<file path="src/rtl/ex_muldiv_ctrl_pkg.sv">
// ex_muldiv_ctrl_pkg: shared op/state encodings and iteration count for the EX multi-cycle unit.
//   opE    : MUL (low 32 bits), DIVU, REMU, RSVD (reserved, yields 0)
//   stateE : IDLE, BUSY, DONE controller states
//   ITER   : iterations per operation; LAST is the final counter value
package ex_muldiv_ctrl_pkg;
    typedef enum logic [1:0] {
        OP_MUL  = 2'b00,
        OP_DIVU = 2'b01,
        OP_REMU = 2'b10,
        OP_RSVD = 2'b11
    } opE;

    typedef enum logic [1:0] {
        S_IDLE = 2'b00,
        S_BUSY = 2'b01,
        S_DONE = 2'b10
    } stateE;

    localparam int ITER = 32;
    localparam logic [5:0] LAST = 6'(ITER - 1);
endpackage

</file>
<file path="src/rtl/ex_muldiv_ctrl_step.sv">
// muldiv_step: one combinational iteration of shift-add multiply or restoring divide.
//   op      : selects MUL (shift-add) or DIVU/REMU (compare/subtract/shift)
//   acc     : 64-bit working register; MUL {partial, multiplier}, DIV {remainder, quotient}
//   b       : multiplicand / divisor
//   accNext : working register after this iteration
module muldiv_step
    import ex_muldiv_ctrl_pkg::*;
(
    input  opE          op,
    input  logic [63:0] acc,
    input  logic [31:0] b,
    output logic [63:0] accNext
);
    logic [32:0] sum;
    logic [32:0] trial;
    logic [32:0] diff;

    // The remainder can reach 2^32-1 before shifting, so the trial value needs 33 bits.
    // A zero divisor always "fits": quotient fills with ones and the remainder ends as a.
    always_comb begin
        sum     = {1'b0, acc[63:32]} + {1'b0, (acc[0] ? b : 32'd0)};
        trial   = acc[63:31];
        diff    = trial - {1'b0, b};
        accNext = (op == OP_MUL)         ? {sum, acc[31:1]} :
                  (trial >= {1'b0, b})   ? {diff[31:0], acc[30:0], 1'b1} :
                                           {trial[31:0], acc[30:0], 1'b0};
    end
endmodule

</file>
<file path="src/rtl/ex_muldiv_ctrl.sv">
// ex_muldiv_ctrl: EX-stage iterative MUL/DIVU/REMU controller with pipeline stall.
//   clk, rst      : clock, asynchronous active-low reset
//   start, op     : multi-cycle op request (held while in EX) and operation select
//   a, b          : forwarded operands, captured on acceptance
//   flush         : EX flush; aborts a running op, blocks acceptance
//   stall         : stall request for fetch/decode/execute registers
//   busy, done    : BUSY-state flag, one-cycle result-valid strobe
//   result        : operation result, zero whenever done is low
module ex_muldiv_ctrl
    import ex_muldiv_ctrl_pkg::*;
(
    input  logic        clk,
    input  logic        rst,
    input  logic        start,
    input  logic [1:0]  op,
    input  logic [31:0] a,
    input  logic [31:0] b,
    input  logic        flush,
    output logic        stall,
    output logic        busy,
    output logic        done,
    output logic [31:0] result
);
    stateE       state;
    stateE       stateNext;
    logic [5:0]  cnt;
    opE          opReg;
    logic [31:0] bReg;
    logic [63:0] acc;
    logic [63:0] accNext;
    logic        accept;

    muldiv_step uStep (
        .op      (opReg),
        .acc     (acc),
        .b       (bReg),
        .accNext (accNext)
    );

    always_ff @(posedge clk or negedge rst) begin
        if (!rst) begin
            state <= S_IDLE;
            cnt   <= 6'd0;
            opReg <= OP_MUL;
            bReg  <= 32'd0;
            acc   <= 64'd0;
        end else begin
            state <= stateNext;
            if (accept) begin
                opReg <= opE'(op);
                bReg  <= b;
                acc   <= {32'd0, a};
                cnt   <= 6'd0;
            end else if (state == S_BUSY) begin
                acc <= accNext;
                cnt <= cnt + 6'd1;
            end
        end
    end

    // Flush wins over completion in BUSY; DONE always returns to IDLE so a start
    // still held by the leaving instruction is never re-accepted.
    always_comb begin
        accept    = (state == S_IDLE) && start && !flush;
        stateNext = (state == S_IDLE) ? (accept ? S_BUSY : S_IDLE) :
                    (state == S_BUSY) ? (flush ? S_IDLE :
                                         (cnt == LAST || opReg == OP_RSVD) ? S_DONE : S_BUSY) :
                                        S_IDLE;
    end

    // stall is gated by rst so it reads 0 during reset even with start asserted.
    always_comb begin
        busy   = (state == S_BUSY);
        done   = (state == S_DONE);
        stall  = rst && (accept || busy);
        result = !done               ? 32'd0 :
                 (opReg == OP_RSVD)  ? 32'd0 :
                 (opReg == OP_REMU)  ? acc[63:32] :
                                       acc[31:0];
    end
endmodule

</file>
<file path="config.mk">
export PLATFORM = sky130hd
export DESIGN_NAME = ex_muldiv_ctrl
export DESIGN_NICKNAME = d
export VERILOG_FILES = /design/src/rtl/ex_muldiv_ctrl_pkg.sv /design/src/rtl/ex_muldiv_ctrl_step.sv /design/src/rtl/ex_muldiv_ctrl.sv
export SDC_FILE = /design/constraint.sdc
export NUM_CORES = 1
export LEC_CHECK = 0
export CORE_MARGIN = 1
export CORE_UTILIZATION = 50
export DETAILED_ROUTE_END_ITERATION = 12
export HOLD_SLACK_MARGIN = 0.06
export PLACE_DENSITY_LB_ADDON = 0.3
export SLEW_MARGIN = 20
export SYNTH_ARGS = -nofsm -noshare
export SYNTH_HDL_FRONTEND = slang
export SYNTH_HIERARCHICAL = 1
export SYNTH_SLANG_ARGS = --single-unit
</file>
<file path="constraint.sdc">
create_clock -name clk -period 7 [get_ports clk]
set_clock_uncertainty 0.05 [all_clocks]
set_input_delay 1.4 -clock clk [delete_from_list [all_inputs] [get_ports clk]]
set_output_delay 1.4 -clock clk [all_outputs]
set_load 0.02 [all_outputs]
</file>
==> key figures, run 1 <==
Logic synthesis
  – Flops & latches, synth: approximately 110
  – Register area share after synthesis: 0.271
  – Asr flop ratio synth: 1.00
  – Top cells by area, synth: dfrtp_1, nand2_1, ha_1
  – Synth cell types: slightly below 80
  – Synth warn: 6
  – Post-synth EDFFs: 0
  – Main synth FF type: dfrtp_1
  – Post-synth top area share: 0.271
  – Synthesized instance count: 1,341
  – Avg Inst Size Synth: 7.29 µm²
  – Synth area leader: dfrtp_1
  – Post-Syn Nets: approximately 1,500
  – Mapped cell area: a little under 10,000 µm²

Finish
  – Synth-to-layout area growth: 14.6%
  – Final cell count without fillers: around 1,700
  – Share of layout cells above drive strength 1: 0.0485
  – Ant diodes: 0
  – Commonest non-fill, non-tap cells in the layout: nand2_1, dfrtp_1, clkdlybuf4s50_1
  – Nets: 1,533
  – Most common cell after layout, fill and taps aside: nand2_1

Setup path
  – CP Capture Type: output port
  – CP Max Fanout: 4
  – Critical path launch point type: primary input
  – Critical Path RT: 5550 ps
  – Crit Path Category: in -> out
  – Crit path DAT: 3340 ps
  – Slowest-stage cell, CP: clkdlybuf4s50_1
  – R2R Setup Slk: roughly 3000 ps
  – Critical Path, Cell by Cell: clkdlybuf4s50_1 -> or4b_4 -> a21boi_0 -> clkdlybuf4s50_1
  – Most Frequent Cell on Critical Path: clkdlybuf4s50_1
  – Slowest stage delay, CP: ~650 ps

Power and ir drop
  – PwrDens: 422 nW/µm²
  – Leak: between 5 and 6 nW
  – Worst vdd ir: between 0.00015 and 0.0002 V

Placement
  – Placed instance count: around 1,600
  – DP HPWL: between 15 and 20 mm
  – Worst slack, placed: 2220 ps
  – GPL Wtd Cong: about 0.87
  – PortBufs: ~100

Clocking
  – Post_cts resized: 0
  – Hold buffers post-CTS: 0
  – CTS clock-pin slew for the worst setup and hold paths: 70 ps
  – Clock latency on the worst-skew pair: between 300 and 400 ps
  – Postcts setup bufs: 0
  – CTS buffer count: 9
  – Clock buffer depth: 2
  – H-tree levels: 3
  – CTS tree: yes
  – Root buffer cell: clkbuf_16
  – Clk sinks: around 110

Floorplanning
  – Chip width: 142 µm
  – Ports: approximately 110
  – Std-Cell Rows: 50
  – Die boundary height: 142 µm
  – Die area: roughly 20,000 µm²
  – Initial Utilization: 0.516
  – Core Area: 19,000 µm²

Global routing
  – GRT Util Overall: 0.287
  – Vias in the first global route: between 9,000 and 10,000
  – GRT overflow: 0
  – Initial antenna violation count: 0
  – Largest net degree at the start of global routing: around 100
  – First-pass GRT wire length: ~46 mm

STA
  – Fin crit share: 0.684
  – Slew Limit Fails: 0
  – Slew HR: 0.414
  – RSZ-0062 raised after global routing: false
  – Tmin final: 4790 ps
  – Setup-failing EPs final: 0
  – Final Hold Fails: 0
  – Setup WS post-layout: ~2200 ps
  – TNS Setup: 0 ps
  – Highest clock rate: around 210 MHz
  – Least-Margin Pin Slew: 879 ps

Routing
  – Final antenna-violating net count: 0
  – Starting DRT DRC Count: a little over 800
  – Drt pass-1 iters: 6
  – Vias: 9,853
  – Wire per inst: 17.0 µm
  – DR vias/cell: 5.93
  – Final WL: between 20 and 30 mm
  – Number of remaining DRC errors: 0

Run
  – Max-cap violation count: 0

Outcome
  – Status: completed

Min path
  – Hold crit path type: reg -> reg
==> kinds of logic after synthesis <==
group	share of synthesized area
mux	0.0115
xor+xnor	0.0367
compound gates	0.216
fa+ha+maj	0.0873
flops	0.271
simple gates	0.322
buf+inv	0.0547
==> path summary, 6_finish.rpt <==
kind                       cells past startpoint  endpoint   start
hold reg to reg                                1    cnt[5]  cnt[5]
max in group asynchronous                      2  bReg[27]     rst
setup reg to reg                              13   acc[63]  acc[0]
min in group asynchronous                      1    acc[7]     rst
hold / removal                                 1    cnt[5]  cnt[5]
setup / recovery                               4     stall   flush
==> power breakdown <==
part           total, mW  internal, mW  switching [mW]  leakage, nW
Clock              0.511         0.250           0.261        0.140
Sequential          1.14         0.824           0.320         1.34
Combinational       3.08          1.26            1.82         3.87
Total               4.73          2.33            2.40         5.35
==> registers in the layout (all words and copies together) (netlist names) <==
register and flops:
state 2, bReg 32, cnt 6, acc 64, opReg 2
==> cells in the mapped netlist, drive strengths merged (5+ instances only) <==
| cell | n |
|---|---|
| a21o | 26 |
| o31ai | 6 |
| nor4 | 5 |
| or3 | 11 |
| nand2 | 360 |
| nor2b | 41 |
| a21oi | 99 |
| nor2 | 86 |
| nand3 | 83 |
| nor3 | 17 |
| a31oi | 25 |
| buf | 26 |
| and3 | 7 |
| o21a | 10 |
| nand4 | 6 |
| o21bai | 7 |
| o21ai | 39 |
| xnor2 | 28 |
| or2 | 6 |
| xor2 | 13 |
| inv | 48 |
| mux2i | 9 |
| ha | 65 |
| clkbuf | 45 |
| and2 | 40 |
| a22oi | 39 |
| dfrtp | 106 |
| nand2b | 8 |
| a211oi | 13 |
| o211ai | 8 |
==> final cells by class <==
class,instances,area [µm²]
Clock buffer,10,229
Clock inverter,6,55.1
Fill cell,1755,7750
Inverter,48,180
Multi-Input combinational cell,1116,6620
Sequential cell,106,2650
Tap cell,260,325
Timing Repair Buffer,115,1140
==> metal layers <==
layer / routed length [µm] / track usage
met5: 0 / 0
met4: 455 / 0.0866
met3: 2270 / 0.0388
met1: 13200 / 0.414
met2: 12200 / 0.446
==> per-stage QoR <==
step                      power [mW]   util  hold WS [ps]  cell area (µm²)
after floorplan                 3.46      -           390             9770
after global placement          4.08  0.574           406            10900
after detailed placement        4.14  0.575           416            10900
after CTS                       4.67  0.590           426            11200
after global routing            5.14  0.591           456            11200
final                           4.73  0.591           427            11200
==> critical path, delay by kind of cell <==
family                 cells  cell delay, ps
AOI/OAI and AO/OA          1             210
buffers and inverters      2            1150
and+or+nand+nor            1             580
Power figures use the tool's default switching activity.
==> run 2: changes to the inputs <==
clock period = 4.7 ns   (was 7 ns; I/O delays follow)
==> run 2 against run 1 <==
  * Die area stayed put
  * Critical path depth increased by 8
  * Total power up 52%
  * Sequential power rose by 50%
  * Wire length grew 2.0%
  * Register-to-register slack got worse by 2200 ps
  * Sequential share of layout area decreased by 0.076 points
  * Final cell count grew 0.24%
  * Hold slack better by 0.72 ps
  * Largest cell class unchanged
==> key figures, run 2 (synthesis gave the netlist of run 1 again) <==
Clocking
  – CTS tree: yes
  – Clk sinks: 106 (unchanged)
  – H-tree levels: 3 (unchanged)
  – Postcts setup bufs: 0 (unchanged)
  – CTS buffer count: 9 (unchanged)
  – Hold buffers post-CTS: 0 (unchanged)
  – Root buffer cell: clkbuf_16
  – CTS clock-pin slew for the worst setup and hold paths: 80 ps (about the same)
  – Clock buffer depth: 2 (unchanged)
  – Clock latency on the worst-skew pair: 360 ps (about the same)
  – Post_cts resized: 0 (unchanged)

Setup path
  – Worst Path Buf+Inv: 0 (-2)
  – Crit path DAT: 4070 ps (+730 ps)
  – Critical path launch point type: flip-flop
  – Slowest-stage cell, CP: dfrtp_1
  – Slowest stage delay, CP: 1000 ps (+350 ps)
  – Crit Path Category: reg -> reg
  – Critical Path, Cell by Cell: and2_1 -> ha_1 -> a2111oi_4 -> o21ai_0 -> o2111a_1 -> o2111ai_1 -> a21oi_1 -> o2111ai_1 -> a31oi_1 -> o32a_1 -> nand2_1 -> nand2_1
  – Critical Path RT: 4900 ps (-650 ps)
  – CP Capture Type: flip-flop
  – CP delay by family, top: compound AO/OA/AOI/OAI gates
  – CP Max Fanout: 35 (+31)

STA
  – Slew HR: 0.338 (-0.0763)
  – Tmin final: approximately 3900 ps
  – RSZ-0062 raised after global routing: false
  – Final Hold Fails: 0 (unchanged)
  – Setup-failing EPs final: 0 (unchanged)
  – Least-Margin Pin Slew: 993 ps (+114 ps)
  – TNS Setup: 0 ps (unchanged)
  – Highest clock rate: approximately 260 MHz
  – Fin crit share: 0.824
  – Slew Limit Fails: 0 (unchanged)

Placement
  – Placed Area: 10,900 µm² (+0.18%)
  – Placed instance count: 1,648 (+0.24%)
  – GPL Wtd Cong: 0.914 (+5.3%)
  – DP HPWL: 20.0 mm (+3.9%)
  – PortBufs: 104 (unchanged)

Finish
  – Fin area: 11,200 µm² (+0.32%)
  – Nets: 1,537 (+0.26%)
  – Largest register FFs: 64 (unchanged)
  – Largest regs: acc x64, bReg x32, cnt x6
  – Synth-to-layout area growth: 15.0%
  – Biggest register: acc
  – FILL cells: 1,761 (+0.34%)
  – Most common cell after layout, fill and taps aside: nand2_1
  – Commonest non-fill, non-tap cells in the layout: nand2_1, dfrtp_1, clkdlybuf4s50_1
  – Final core occ: 0.593 (+0.00191)
  – Final cell count without fillers: 1,665 (+0.24%)
  – Ant diodes: 0 (unchanged)
  – Share of layout cells above drive strength 1: 0.0512 (+0.00271)

Routing
  – Number of remaining DRC errors: 0 (unchanged)
  – Starting DRT DRC Count: 847 (+5.1%)
  – Vias: 9,902 (+0.50%)
  – DR vias/cell: 5.95 (+0.26%)
  – Drt pass-1 iters: 5 (-1)
  – Final WL: 28.7 mm (+2.0%)
  – Final antenna-violating net count: 0 (unchanged)
  – Wire per inst: 17.3 µm (+1.8%)

Floorplanning
  – Initial Utilization: 0.516 (unchanged)
  – Die area: 20,100 µm² (unchanged)
  – Chip width: 142 µm (unchanged)
  – Core Area: 19,000 µm² (unchanged)
  – Ports: 105 (unchanged)
  – Std-Cell Rows: 50 (unchanged)
  – Die boundary height: 142 µm (unchanged)

Power and ir drop
  – Leak: 5.38 nW (+0.45%)
  – PwrDens: 641 nW/µm² (+52%)
  – Worst vdd ir: 0.000245 V (+37%)

Outcome
  – Status: completed

Global routing
  – Initial antenna violation count: 0 (unchanged)
  – Largest net degree at the start of global routing: 104 (unchanged)
  – GRT overflow: 0 (unchanged)
  – Vias in the first global route: 9,146 (-0.16%)
  – GRT Util Overall: 0.293 (+0.00599)
  – First-pass GRT wire length: 47.0 mm (+1.6%)

Min path
  – Hold crit path type: reg -> reg

Run
  – Max-cap violation count: 0 (unchanged)
==> run 2: routing by layer <==
layer	vias up	global-route usage	routed length, µm
li1	4772	-	-
met1	4701	0.438	13800
met2	409	0.446	12500
met3	20	0.0472	2250
met4	0	0.0555	236
met5	-	0	0
==> run 2: worst paths after layout <==
path / end / slack, ps / start / cells after the start
max reg2reg: acc[63] / 830 / acc[0] / 12
max in group asynchronous: bReg[26] / 2720 / rst / 3
min: cnt[5] / 430 / cnt[5] / 1
max: acc[63] / 830 / acc[0] / 12
min in group asynchronous: acc[8] / 630 / rst / 2
min reg2reg: cnt[5] / 430 / cnt[5] / 1
==> run 2: area by class of cell <==
type | instances | area (µm²) | area share
flip-flops and latches | 106 | 2650 | 0.236
repair buffers | 119 | 1160 | 0.104
clock buffers | 10 | 229 | 0.0204
well taps | 260 | 325 | 0.0289
inverters | 48 | 180 | 0.0160
clock inverters | 6 | 78.8 | 0.00701
multi-input cells | 1116 | 6610 | 0.588
==> run 2: worst reg2reg max path, stage by stage (launching register included) <==
cell and delay, ps:
dfrtp_1 1000, and2_1 250, ha_1 310, a2111oi_4 360, o21ai_0 240, o2111a_1 210, o2111ai_1 380, a21oi_1 150
o2111ai_1 280, a31oi_1 130, o32a_1 290, nand2_1 50, nand2_1 60
==> run 2: power breakdown <==
group          switching (mW)  internal, mW
combinational            2.79          1.88
sequential              0.480          1.23
clock                   0.397         0.428
total                    3.67          3.54
==> run 2: metrics by stage <==
step | worst slack, ps | total power [mW] | hold WS (ps)
6_report | 826 | 7.20 | 428
4_1_cts | 850 | 7.11 | 427
2_1_floorplan | 1460 | 5.15 | 390
3_5_place_dp | 866 | 6.25 | 417
5_1_grt | 594 | 7.80 | 453
3_3_place_gp | 890 | 6.17 | 405
==> run 3: changes to the inputs <==
clock period = 3.1 ns   (was 4.7 ns; I/O delays follow)
==> run 3 against run 2 <==
  * Maximum frequency increased by 27%
  * Final area up 15%
  * Via count increased by 8.8%
  * Critical path depth up 1
  * First-iteration DRC count up 23%
  * Critical path type unchanged
  * Largest power group unchanged
  * Highest routed layer is now met5
==> key figures, run 3 (synthesis gave the netlist of run 1 again) <==
Setup path
  – Slowest stage delay, CP: 470 ps (-530 ps)
  – CP Capture Type: flip-flop
  – Slowest-stage cell, CP: dfrtp_2
  – Worst r2r path cells: 13 (+1)
  – Critical Path, Cell by Cell: buf_6 -> and2_4 -> ha_4 -> o21a_1 -> or2_2 -> o2111a_2 -> or2_2 -> a31oi_1 -> o21ai_0 -> xnor2_1 -> a22oi_1 -> nand2_1 -> nand2_1
  – R2R Setup Slk: 50 ps (-780 ps)
  – RR Startpoint: acc[0]
  – Crit Path Category: reg -> reg
  – Critical path launch point type: flip-flop
  – CP delay by family, top: compound AO/OA/AOI/OAI gates
  – CP Max Fanout: 8 (-77%)
  – Worst Path Buf+Inv: 1 (+1)
  – Critical Path RT: 3360 ps (-1540 ps)
  – Worst r2r dst: acc[51]
  – Crit path DAT: 3310 ps (-760 ps)

Floorplanning
  – Ports: 105 (unchanged)
  – Die boundary height: 142 µm (unchanged)
  – Die area: 20,100 µm² (unchanged)
  – Core Area: 19,000 µm² (unchanged)
  – Initial Utilization: 0.516 (unchanged)
  – Chip width: 142 µm (unchanged)
  – Std-Cell Rows: 50 (unchanged)

Clocking
  – CTS buffer count: 9 (unchanged)
  – Clk sinks: 106 (unchanged)
  – Clock buffer depth: 2 (unchanged)
  – Root buffer cell: clkbuf_16
  – Clock latency on the worst-skew pair: 370 ps (about the same)
  – CTS clock-pin slew for the worst setup and hold paths: 80 ps (about the same)
  – H-tree levels: 3 (unchanged)
  – CTS tree: yes

Global routing
  – Vias in the first global route: 9,829 (+7.5%)
  – Busiest grt layer: met2
  – Met3 Use GR: 0.0557 (+0.00844)
  – M2 GR Usage: 0.489 (+0.0430)
  – Initial antenna violation count: 1 (+1)
  – GRT Util Overall: 0.316 (+0.0230)
  – GRT overflow: 0 (unchanged)
  – First-pass GRT wire length: 50.1 mm (+6.6%)
  – GR met1 Demand/Resource: 0.454 (+0.0162)
  – Largest net degree at the start of global routing: 104 (unchanged)

STA
  – Highest clock rate: 328 MHz (+27%)
  – RSZ-0062 raised after global routing: true
  – Slew Limit Fails: 0 (unchanged)
  – Tmin final: 3050 ps (-820 ps)
  – Slew HR: 0.397 (+0.0594)
  – Fin crit share: 0.985 (+0.161)
  – Least-Margin Pin Slew: 902 ps (-91.2 ps)
  – Final Hold Fails: 0 (unchanged)
  – Setup-failing EPs final: 0 (unchanged)
  – TNS Setup: 0 ps (unchanged)

Power and ir drop
  – Leak: 6.21 nW (+15%)
  – PwrDens: 1020 nW/µm² (+59%)
  – Worst vdd ir: 0.000485 V (+98%)

Routing
  – Vias: 10,800 (+8.8%)
  – Starting DRT DRC Count: 1,042 (+23%)
  – Drt pass-1 iters: 6 (+1)
  – Wire per inst: 17.9 µm (+3.4%)
  – DR vias/cell: 5.92 (-0.53%)
  – Final antenna-violating net count: 0 (unchanged)
  – Number of remaining DRC errors: 0 (unchanged)
  – Final WL: 32.5 mm (+13%)

Finish
  – Ant diodes: 0 (unchanged)
  – Nets: 1,693 (+10%)
  – Fin area: 12,900 µm² (+15%)
  – Synth-to-layout area growth: 31.7%
  – Largest regs: acc x64, bReg x32, cnt x6
  – Share of layout cells above drive strength 1: 0.184 (+0.133)
  – Final cell count without fillers: 1,821 (+9.4%)
  – Biggest register: acc
  – Commonest non-fill, non-tap cells in the layout: nand2_1, buf_4, dfrtp_1
  – Largest register FFs: 64 (unchanged)
  – Most common cell after layout, fill and taps aside: nand2_1

Placement
  – Placed Area: 12,000 µm² (+10%)
  – Placed instance count: 1,789 (+8.6%)
  – GPL Wtd Cong: 1.01 (+10%)
  – DP HPWL: 22.6 mm (+13%)
  – PortBufs: 104 (unchanged)

Run
  – Max-cap violation count: 0 (unchanged)

Min path
  – Hold crit path type: in -> async

Outcome
  – Status: completed
run 3: cell count changes in the layout (fill, tap and decap cells not counted), moves of 5 or more:
cell,before,now
and2_1,40,33
o21ai_0,33,28
ha_1,65,54
ha_4,0,10
and2_4,0,7
buf_4,15,163
a21oi_2,2,12
a21oi_1,97,85
run 3: where the power goes:
part           switching (mW)  leakage [nW]  internal, mW
Clock                   0.616         0.144         0.588
Combinational            5.18          4.72          4.31
Sequential              0.544          1.34          1.86
Total                    6.34          6.21          6.76
run 3: cell type report:
type / instances / area (µm²)
inverters: 48 / 180
flip-flops and latches: 106 / 2650
multi-input cells: 1116 / 7020
fillers: 1565 / 6080
well taps: 260 / 325
clock buffers: 10 / 239
clock inverters: 6 / 56.3
repair buffers: 275 / 2400
run 3: per-layer routing:
layer	up-vias	share of wire	wire length, µm
li1	5088	-	-
met1	5104	0.44	14500
met2	513	0.45	14600
met3	65	0.089	2890
met4	2	0.018	601
met5	-	0.00040	13
run 3: per-stage QoR:
stage	hold slack (ps)	setup WS [ps]	util	total power, mW
CTS	397	-6.62	0.651	12.1
global placement	406	-101	0.633	10.7
finish	359	46.6	0.679	13.1
floorplan	274	103	-	7.81
global route	412	-60.8	0.679	14.0
detailed placement	430	-125	0.633	10.8
run 3: timing repair:
| action | in CTS | in global routing |
|---|---|---|
| gates resized for setup | 10 | 79 |
| pin swaps | 7 | 44 |
| buffers inserted | 2 | 14 |
| gates cloned | 0 | 0 |
| setup endpoints to repair | 12 | 29 |
| hold buffers | 0 | 0 |
run 3: worst max-delay path by stage:
stage | start | endpoint | slack [ps] | depth (start not counted)
after floorplan | acc[0] | acc[52] | 100 | 13
after global placement | acc[0] | acc[63] | -100 | 14
after detailed placement | acc[0] | acc[63] | -120 | 13
after CTS | acc[0] | acc[63] | -7 | 14
after global routing | acc[0] | acc[50] | -60 | 14
final | acc[0] | acc[51] | 50 | 13
run 3: worst register-to-register path, delay by kind of cell (launching register included):
kind	cells	cell delay [ps]
compound gates	5	1020
xor+xnor	1	160
fa+ha+maj	1	210
buf+inv	1	160
flops	1	470
simple gates	5	930
